### config.mk
export PLATFORM = sky130hd
export DESIGN_NAME = bit_serial_sum_engine
export DESIGN_NICKNAME = d
export VERILOG_FILES = /design/src/rtl/bit_serial_sum_engine_pkg.sv /design/src/rtl/lane_popcount.sv /design/src/rtl/bit_serial_sum_engine.sv
export SDC_FILE = /design/constraint.sdc
export NUM_CORES = 1
export LEC_CHECK = 0
export ABC_CLOCK_PERIOD_IN_PS = 15160
export CORE_UTILIZATION = 56
export CTS_BUF_LIST = sky130_fd_sc_hd__clkbuf_16
export CTS_CLUSTER_DIAMETER = 40
export DETAILED_ROUTE_END_ITERATION = 7
export PLACE_DENSITY = 0.9
export SYNTH_ARGS = -nofsm -noshare
export SYNTH_HDL_FRONTEND = slang
export SYNTH_SLANG_ARGS = --single-unit
### constraint.sdc
create_clock -name clk -period 15.16 [get_ports clk]
set_input_delay 2.274 -clock clk [delete_from_list [all_inputs] [get_ports clk]]
set_output_delay 2.274 -clock clk [all_outputs]
set_load 0.1 [all_outputs]
### src/rtl/bit_serial_sum_engine_pkg.sv
// Shared types for the bit-serial sum engine: FSM state encoding and a
// constant-foldable ceil(log2) helper used for result/popcount widths.
package bit_serial_sum_engine_pkg;

  typedef enum logic [1:0] {
    ST_IDLE  = 2'd0,
    ST_ACCUM = 2'd1,
    ST_DONE  = 2'd2
  } state_t;

  function automatic int clog2(input int value);
    int r;
    r = 0;
    for (int i = 0; i < 31; i++) begin
      if (value > (1 << i)) r = i + 1;
    end
    return r;
  endfunction

endpackage

### src/rtl/lane_popcount.sv
// Combinational population count over the M lane bits of one slice.
module lane_popcount
  import bit_serial_sum_engine_pkg::*;
#(
  parameter int M = 32
) (
  input  logic [M-1:0]              bits_i,
  output logic [clog2(M+1)-1:0]     count_o
);

  localparam int CW = clog2(M + 1);

  always_comb begin
    count_o = '0;
    for (int i = 0; i < M; i++) begin
      count_o = count_o + CW'(bits_i[i]);
    end
  end

endmodule

### src/rtl/bit_serial_sum_engine.sv
// Sums M operands that arrive one bit-slice per beat (LSB first).
// Define BIT_SERIAL_SUM_SIGNED_EN to add signed_mode (two's-complement operands).
module bit_serial_sum_engine
  import bit_serial_sum_engine_pkg::*;
#(
  parameter  int M  = 32,
  parameter  int N  = 32,
  localparam int RW = N + clog2(M + 1)
) (
  input  logic          clk,
  input  logic          rst,
  input  logic          start,
  input  logic [M-1:0]  lane_en,
`ifdef BIT_SERIAL_SUM_SIGNED_EN
  input  logic          signed_mode,
`endif
  input  logic          slice_valid,
  input  logic [M-1:0]  slice_data,
  output logic          slice_ready,
  output logic          busy,
  output logic [RW-1:0] result,
  output logic          result_valid,
  input  logic          result_ready,
  output state_t        state_dbg,
  output logic [RW-1:0] acc_dbg
);

  localparam int CW = clog2(M + 1);
  localparam int IW = clog2(N);

  // Handshakes: a slice transfers on a rising edge where slice_valid && slice_ready;
  // a result transfers where result_valid && result_ready. Neither side may
  // retract valid before its transfer, and ready never depends on valid.

  state_t          state_q, state_d;
  logic [RW-1:0]   acc_q, acc_d;
  logic [IW-1:0]   idx_q, idx_d;
  logic [M-1:0]    mask_q, mask_d;
  logic [CW-1:0]   pop_count;
  logic [RW-1:0]   term;
  logic            slice_accept;
  logic            start_accept;
  logic            last_slice;
`ifdef BIT_SERIAL_SUM_SIGNED_EN
  logic            signed_q, signed_d;
`endif

  lane_popcount #(.M(M)) u_popcount (
    .bits_i  (slice_data & mask_q),
    .count_o (pop_count)
  );

  assign start_accept = (state_q == ST_IDLE) && start;
  assign slice_accept = (state_q == ST_ACCUM) && slice_valid;
  assign last_slice   = (idx_q == IW'(N - 1));
  assign term         = RW'(pop_count) << idx_q;

  always_ff @(posedge clk) begin
    if (rst) begin
      state_q  <= ST_IDLE;
      acc_q    <= '0;
      idx_q    <= '0;
      mask_q   <= '0;
`ifdef BIT_SERIAL_SUM_SIGNED_EN
      signed_q <= 1'b0;
`endif
    end else begin
      state_q  <= state_d;
      acc_q    <= acc_d;
      idx_q    <= idx_d;
      mask_q   <= mask_d;
`ifdef BIT_SERIAL_SUM_SIGNED_EN
      signed_q <= signed_d;
`endif
    end
  end

  always_comb begin
    state_d = state_q;
    case (state_q)
      ST_IDLE:  if (start) state_d = ST_ACCUM;
      ST_ACCUM: if (slice_valid && last_slice) state_d = ST_DONE;
      ST_DONE:  if (result_ready) state_d = ST_IDLE;
      default:  state_d = ST_IDLE;
    endcase
  end

  always_comb begin
    acc_d    = acc_q;
    idx_d    = idx_q;
    mask_d   = mask_q;
`ifdef BIT_SERIAL_SUM_SIGNED_EN
    signed_d = signed_q;
`endif
    if (start_accept) begin
      acc_d    = '0;
      idx_d    = '0;
      mask_d   = lane_en;
`ifdef BIT_SERIAL_SUM_SIGNED_EN
      signed_d = signed_mode;
`endif
    end else if (slice_accept) begin
      idx_d = idx_q + 1'b1;
`ifdef BIT_SERIAL_SUM_SIGNED_EN
      // The top slice carries the sign weight -2^(N-1) for two's-complement lanes.
      if (signed_q && last_slice) acc_d = acc_q - term;
      else                        acc_d = acc_q + term;
`else
      acc_d = acc_q + term;
`endif
    end
  end

  always_comb begin
    slice_ready  = (state_q == ST_ACCUM);
    busy         = (state_q == ST_ACCUM) || (state_q == ST_DONE);
    result_valid = (state_q == ST_DONE);
    result       = acc_q;
    state_dbg    = state_q;
    acc_dbg      = acc_q;
  end

endmodule

## Word-level counts from Yosys, hierarchy flattened

Cells that the tools add are included.
W data, S select, Z words.

- Output and inout port bits: 81
- Register bits: 77

- Reductions and logical operators: 7
- Equality and inequality tests: 6
- Bitwise operators: 1
- Muxes and demuxes: 4
- Shifts and indexed selects: 1
- Add/subtract/negate cells: 33

Operators by type and width:

| operator | count |
|---|---|
| $add A6 B1 Y6 | 30 |
| $add A38 B38 Y38 | 1 |
| $shl A6 B5 Y38 | 1 |
| $and A32 B32 Y32 | 1 |
| $mux W2 | 3 |
| $pmux W2 S3 | 1 |
| $add A5 B1 Y5 const B | 1 |
| $eq A5 B5 Y1 const B | 1 |
| $ne A2 B1 Y1 const B | 2 |
| $logic_and A1 B1 Y1 | 3 |
| $reduce_and A3 Y1 | 1 |
| $add A1 B1 Y2 | 1 |
| $eq A2 B1 Y1 const B | 1 |
| $eq A2 B2 Y1 const B | 1 |
| $logic_not A2 Y1 | 1 |
| $ne A2 B2 Y1 const B | 1 |
| $reduce_or A2 Y1 | 1 |
| $logic_or A1 B1 Y1 | 1 |

## Longest topological paths before layout

Gate-level depths: netlist (run 1).

- Depth in word-level cells: 34
- Depth in mapped cells: 34
- Gate-level depth less buffers: 33

## Hierarchy

From an unflattened synthesis (run 1), not the netlist that was laid out.

- Cells, all modules: 858
- Area total of the unflattened synthesis: 6513.7 µm²

Modules (own cells, without submodules):

| module | times used | area an instance (µm²) | seq. area each (µm²) | cells each |
|---|---|---|---|---|
| bit_serial_sum_engine | 1 | 5763.0 | 1541.5 | 787 |
| lane_popcount | 1 | 750.7 | 0.0 | 71 |

## Least setup slack after synthesis (run 1)

OpenSTA, ideal clock, no wires.

- Path type: input to register
- Start: input port slice_data[0]
- End: register acc_q[37], in the netlist acc_dbg[37]
- Stages: 30
- Data arrival time: 9.825 ns
- Setup time: 0.072 ns
- Slack: 5.263 ns
- Cell sequence: and2_1 > ha_1 > inv_1 > fa_1 > fa_1 > inv_1 > fa_1 > fa_1 > fa_1 > fa_1 > fa_1 > inv_1 > fa_1 > inv_1 > a21o_1 > a21oi_1 > xnor2_1 > mux2_2 > mux2_2 > mux2i_1 > o22ai_1 > ha_1 > nand2_1 > o21a_1 > or4_1 > o22a_2 > nor4_4 > nor4_1 > o31ai_2 > mux2i_1

- Word-level cells in the longest chain between the ends: 34

RTL lines:

| what | RTL line | source |
|---|---|---|
| start, declared | bit_serial_sum_engine.sv:18 | `input logic [M-1:0] slice_data,` |
| $and A32 B32 Y32 | bit_serial_sum_engine.sv:49 | `.bits_i (slice_data & mask_q),` |
| $add A1 B1 Y2 | lane_popcount.sv:16 | `count_o = count_o + CW'(bits_i[i]);` |
| $add A6 B1 Y6 (30 in series) | lane_popcount.sv:16 |  |
| $shl A6 B5 Y38 | bit_serial_sum_engine.sv:56 | `assign term = RW'(pop_count) << idx_q;` |
| $add A38 B38 Y38 | bit_serial_sum_engine.sv:109 | `acc_d = acc_q + term;` |
| end signal, assigned | bit_serial_sum_engine.sv:61 | `acc_q <= '0;` |
| end signal, assigned | bit_serial_sum_engine.sv:69 | `acc_q <= acc_d;` |
| end, declared | bit_serial_sum_engine.sv:36 | `logic [RW-1:0] acc_q, acc_d;` |

Every way passes these cells.
A chain may end at the register's enable or synchronous reset.

## Worst setup path in the final report (run 1)

- Start: input port slice_data[0]
- End: register acc_q[34], in the netlist acc_dbg[34]

The elaborated chain is that of the path after synthesis.

==> metrics.md, run 1 <==
| Metric | Value |
|---|---|
| HPWL after detailed placement | 12700 um |
| First-pass GRT wire length | 26880 um |
| F_max | between 90 and 100 MHz |
| CP top delay family | adder cells |
| Hold WC Path Type | flop to flop |
| CP Data Arrival Time | ~11 ns |
| Root Buffer | clkbuf_16 |
| Worst reg2reg path endpoint | acc_dbg[34] |
| Max-slew violations | 0 |
| # fillers | 937 |
| Final-report hold violation count | 0 |
| Synth Flop Type | dfxtp_1 |
| Commonest non-fill, non-tap cells in the layout | 168 x nand2_1, 149 x clkdlybuf4s50_1, 101 x a21oi_1 |
| Final Cycle Share | 69.91% |
| Hold Path End | mask_q[3] |
| Leak | 0.003391 uW |
| Slew headroom | 28.44% |
| Clock Sinks | 77 |
| Total Nets Final | 1097 |
| DIE AREA | roughly 12000 um2 |
| Final GP Congestion | 0.9709 |
| Crit path buf inv count | 5 |
| Commonest non-fill, non-tap cell in the layout | nand2_1 |
| Register area | 1541 um2 |
| Initial antenna violation count | 0 |
| Cell mode on critical path | fa_1 |
| Io pins | 150 |
| GRT Total Usage | roughly 29% |
| Pwr Total | 902.3 uW |
| CTS max path bufs | 2 |
| Worst hold path depth | 2 |
| Post-CTS setup buffers | 0 |
| Multi-input gate area | 4357 um2 |
| Fin util | 70.41% |
| Final ANT Viol Nets | 0 |
| Final Skew | 0.007658 ns |
| Hold bufs inserted after CTS | 0 |
| Critical path capture point type | flop |
| Final setup viols | 0 |
| Iter 0 DRT Violations | 469 |
| Crit. Startpoint | slice_data[0] |
| RSZ-0062 raised after global routing | no |
| Startpoint Class | input port |
| DR WL/cell | 15.02 um |
| Synth Instances | ~860 |
| Crit Path Class | input port to flop |
| Max VDD drop | 0.1733 mV |
| Sequential fraction of the synthesis area | 23.50% |
| Worst hold start | mask_q[3] |
| Yosys reg bits | just under 80 |
| Die width | around 110 um |
| CTS tree | yes |
| Vias in the first global route | around 5800 |
| Min Clock Period, post-route | 10.60 ns |
| MaxCap Viol Count | 0 |
| Post-synth EDFFs | 0 |
| P per Cell Area | 112.2 nW/um2 |
| CP max stage cell | fa_1 |
| Pin count of the biggest net entering global routing | 38 |
| CP max FO | 7 |
| DP Area | around 7800 um2 |
| Syn avg cell area | 7.600 um2 |
| Vias | 6229 |
| Synthesized area | 6559 um2 |
| Vias per cell | 5.668 |
| Worst-skew pair later-pin latency | 0.36 ns |
| Layout cells sized above 1 | 3.661% |
| Actual slew at the worst max-slew pin | between 1 and 1.5 ns |
| Congestion Overflow GR | 0 |
| First-pass DRT Iterations | 4 |
| Ys async rst share | 0% |
| CTS H-Tree Depth | 3 |
| Setup Total Neg Slack | 0 ns |
| Initial Util | 57.44% |
| Netlist cell types | 63 |
| Post-CTS Resized | 0 |
| CTS buffer count | 9 |
| Reg2Reg Setup Slack | 6.61 ns |
| DRC errors left | 0 |
| Worst Path Required | 15.44 ns |
| N_diodes | 0 |
| Clk pin slew, worst setup/hold paths | around 0.06 ns |
| Worst R2R Path Depth | 32 |
| Ys Warns | 0 |
| Fin area | 8040 um2 |
| Status | finished, final reports clean |
| Area Growth Syn to Fin | 22.59% |
| IO Port Bufs | 149 |
| Crit path largest cell delay | 0.55 ns |
| FF-to-FF Start | mask_q[0] |
| Die height | approximately 110 um |
| Core ar. | 11420 um2 |
| Row count | 39 |
| Synth Net Count | just over 1000 |
| Final WL | 16500 um |
==> worst register-to-register path, delay by kind of cell, from the launching register on <==
| kind | cells | cell delay, ns |
|---|---|---|
| buffers and inverters | 4 | 0.25 |
| AOI/OAI and AO/OA | 9 | 1.96 |
| muxes | 2 | 0.57 |
| and+or+nand+nor | 5 | 0.64 |
| xor gates and xnor gates | 2 | 0.29 |
| DFF | 1 | 0.32 |
| adders and majority gates | 10 | 4.48 |
==> per-layer routing <==
metal	global-route usage, %	vias up	wire length, um
met2	48.44	241	7883
met3	7.878	31	1274
li1	-	3100	-
met5	0	-	0
met4	11.28	0	379
met1	34.40	2857	6965
==> cell usage after synthesis, types with 4 or more instances <==
cell type	instances	area [um2]
o21a_1	7	52.55
nor2b_1	5	31.28
nand2_1	168	630.6
o21ai_0	27	135.1
a21oi_1	101	505.5
nand3_1	17	85.08
fa_1	25	500.5
o21ai_1	5	25.02
clkbuf_8	4	55.05
nor4_1	4	25.02
ha_1	51	638.1
a31oi_1	5	31.28
a211oi_1	7	52.55
inv_1	44	165.2
xnor2_1	15	131.4
buf_4	38	285.3
nand4_1	12	75.07
a21o_1	17	127.6
nor2_1	57	214.0
xor2_1	18	157.7
nand2b_1	8	50.05
o21bai_1	8	60.06
mux2i_1	11	110.1
o22ai_1	9	56.30
dfxtp_1	77	1541
nor3_1	11	55.05
clkbuf_1	27	101.4
or3_1	4	25.02
and2_1	24	150.1
==> worst max-delay path by stage <==
stage,endpoint,cells after the start
finish,acc_dbg[34],33
global placement,acc_dbg[31],32
detailed placement,acc_dbg[34],33
global route,acc_dbg[34],33
CTS,acc_dbg[34],33
floorplan,acc_dbg[37],30
==> where the power goes <==
group / switching, uW / internal, uW / leakage, uW
Clock: 86.1 / 108 / 0.000126
Combinational: 313 / 159 / 0.00264
Sequential: 14.5 / 222 / 0.000626
Total: 413 / 489 / 0.00339
==> cell type report <==
cell class	instances	area share (%)
Timing Repair Buffer	155	19.11
Inverter	45	2.101
Clock inverter	6	0.4046
Multi-Input combinational cell	664	54.19
Clock buffer	9	2.801
Sequential cell	77	19.17
Tap cell	143	2.225
==> cell families (layout without fill, tap and decap cells) <==
kind of cell / after synthesis / after routing / share of synthesized area, %
AO/OA/AOI/OAI: 217 / 217 / 20.16
XOR/XNOR: 33 / 33 / 4.407
adder cells (fa/ha/maj): 76 / 76 / 17.36
buffers and inverters: 122 / 215 / 10.07
flip-flops: 77 / 77 / 23.50
multiplexers: 15 / 15 / 2.366
AND/OR/NAND/NOR: 323 / 323 / 22.13
==> state kept, by name (all words and copies together), names as in the netlist <==
register	count
idx_q	5
acc_dbg	38
mask_q	32
state_dbg	2
==> per-stage QoR <==
step                      setup slack, ns  hold WS, ns  cells
after detailed placement            4.202       0.4443   1084
final                               4.562       0.4498   1099
after global routing                4.095       0.4731   1099
after global placement              4.491       0.4368   1084
after floorplan                     5.263       0.4317    863
after CTS                           4.566       0.4529   1099
Power figures use the tool's default switching activity.
==> run 2: changes to the inputs <==
Settings changed: ABC_CLOCK_PERIOD_IN_PS 15160 to 8800, CORE_UTILIZATION 56 to 47, PLACE_DENSITY 0.9 to 0.81.
Clock period 15.16 ns to 8.8 ns, I/O delays scaled along.
==> metrics.md, run 2 (same netlist as run 1, synthesis figures left out) <==
| Metric | Value |
|---|---|
| Startpoint Class | input port |
| Vias per cell | approximately 5.5 |
| Status | finished, final reports clean |
| Die width | 120.1 um |
| Commonest non-fill, non-tap cell in the layout | nand2_1 |
| Clk pin slew, worst setup/hold paths | ~0.07 ns |
| Setup Total Neg Slack | 0 ns |
| Final Cycle Share | 97.64% |
| Hold WC Path Type | flop to flop |
| First-pass GRT wire length | 30980 um |
| Fin area | between 9000 and 10000 um2 |
| Clock Sinks | 77 |
| HPWL after detailed placement | 14430 um |
| Actual slew at the worst max-slew pin | 0.9921 ns |
| F_max | 116.4 MHz |
| CP Data Arrival Time | 8.89 ns |
| Cell mode on critical path | fa_1 |
| Reg2Reg Setup Slack | 0.91 ns |
| Initial antenna violation count | 0 |
| Max VDD drop | 0.3349 mV |
| Core ar. | 13400 um2 |
| P per Cell Area | approximately 180 nW/um2 |
| Final setup viols | 0 |
| Final-report hold violation count | 0 |
| CP max stage cell | fa_1 |
| DIE AREA | 14430 um2 |
| Met2 Use GR | 46.01% |
| Met1 Track Usage GR | approximately a third |
| Setup ws final | 0.2075 ns |
| Area Growth Syn to Fin | 43.21% |
| GRT Total Usage | ~27% |
| CP max FO | 3 |
| DR WL/cell | 15.24 um |
| Iter 0 DRT Violations | between 300 and 400 |
| Initial Util | approximately half |
| Worst reg2reg path endpoint | acc_dbg[21] |
| Crit path capture | acc_dbg[21] |
| Congestion Overflow GR | 0 |
| Max-slew violations | 0 |
| IO Port Bufs | around 150 |
| Die height | 120.1 um |
| Hold bufs inserted after CTS | 0 |
| Pre-CTS WS | -0.7977 ns |
| Critical path capture point type | flop |
| Final GP Congestion | 0.9263 |
| Leak | 0.004149 uW |
| Min Clock Period, post-route | 8.592 ns |
| Commonest non-fill, non-tap cells in the layout | 162 x nand2_1, 141 x buf_4, 133 x clkdlybuf4s50_1 |
| Slew headroom | between 30% and 40% |
| Worst-skew pair later-pin latency | 0.36 ns |
| Total Nets Final | about 1200 |
| CTS H-Tree Depth | 3 |
| Io pins | 150 |
| Crit. Startpoint | slice_data[1] |
| Layout cells sized above 1 | roughly a fifth |
| Largest register FFs | 38 |
| Final ANT Viol Nets | 0 |
| Worst R2R Path Depth | 31 |
| Crit path largest cell delay | between 0.5 and 0.6 ns |
| MaxCap Viol Count | 0 |
| Root Buffer | clkbuf_16 |
| First-pass DRT Iterations | 5 |
| CTS max path bufs | 2 |
| CTS tree | yes |
| Pin count of the biggest net entering global routing | 38 |
| CTS buffer count | 9 |
| GR peak layer | met2 |
| Worst Path Required | 9.10 ns |
| Final Skew | 0.009224 ns |
| Crit Path Class | input port to flop |
| Vias | 6922 |
| Row count | 42 |
| RSZ-0062 raised after global routing | yes |
| Final WL | around 19000 um |
| Vias in the first global route | between 6000 and 7000 |
| DRC errors left | 0 |
| N_diodes | 0 |
| FF-to-FF Start | mask_q[1] |
| DP Area | between 8000 and 9000 um2 |
| Met3 Track Usage GR | 6.797% |
[run 2: cell types whose count changed in the layout (fill, tap and decap cells not counted), sizes merged]
cell	before	now
dlygate4sd2	0	9
bufinv	0	1
buf	6	143
clkdlybuf4s50	149	133
inv	45	46
dlymetal6s2s	0	5
clkinvlp	2	1
[run 2: power breakdown]
part,internal (uW),leakage (uW),switching [uW]
sequential,383,0.000626,26.6
combinational,348,0.00338,565
clock,221,0.000146,162
[run 2: worst max-delay path, delay by kind of cell]
kind	cells	cell delay, ns
compound gates	6	1.08
xor+xnor	2	0.34
fa+ha+maj	10	4.05
buf+inv	7	0.57
mux	3	0.75
simple gates	4	0.78
[run 2: worst min path at each step]
stage                from          to  slack, ns  cells after the start
2_1_floorplan   mask_q[0]   mask_q[0]       0.43                      2
3_3_place_gp   mask_q[21]  mask_q[21]       0.44                      2
3_5_place_dp    mask_q[7]   mask_q[7]       0.44                      2
4_1_cts         mask_q[7]   mask_q[7]       0.45                      2
5_1_grt        mask_q[17]  mask_q[17]       0.47                      2
6_report        mask_q[7]   mask_q[7]       0.45                      2
[run 2: repair_timing]
action / 4_1_cts / 5_1_grt
setup endpoints to repair: 22 / 19
gates resized for setup: 26 / 51
pin swaps: 40 / 32
setup buffers: 6 / 4
[run 2: cell type report]
cell class	instances	area [um2]
Timing Repair Buffer	290	2554
Fill cell	1051	4008
Clock inverter	7	73.82
Clock buffer	9	225.2
Tap cell	176	220.2
Multi-Input combinational cell	664	4609
Sequential cell	77	1541
Inverter	45	168.9
[run 2: layer usage]
| layer | wire length [um] | part of all wire (%) | vias to the layer above |
|---|---|---|---|
| li1 | - | - | 3383 |
| met1 | 7862 | 41 | 3205 |
| met2 | 9452 | 49 | 277 |
| met3 | 1372 | 7.1 | 57 |
| met4 | 640 | 3.3 | 0 |
| met5 | 0 | 0 | - |
[run 2: per-stage QoR]
step,total power [uW],cells,hold WS (ns),utilization (%)
2_1_floorplan,1032,863,0.4317,-
3_3_place_gp,1288,1242,0.4382,65.45
3_5_place_dp,1309,1242,0.4441,65.45
4_1_cts,1701,1264,0.4528,68.10
5_1_grt,1840,1268,0.4693,70.09
6_report,1706,1268,0.4498,70.09
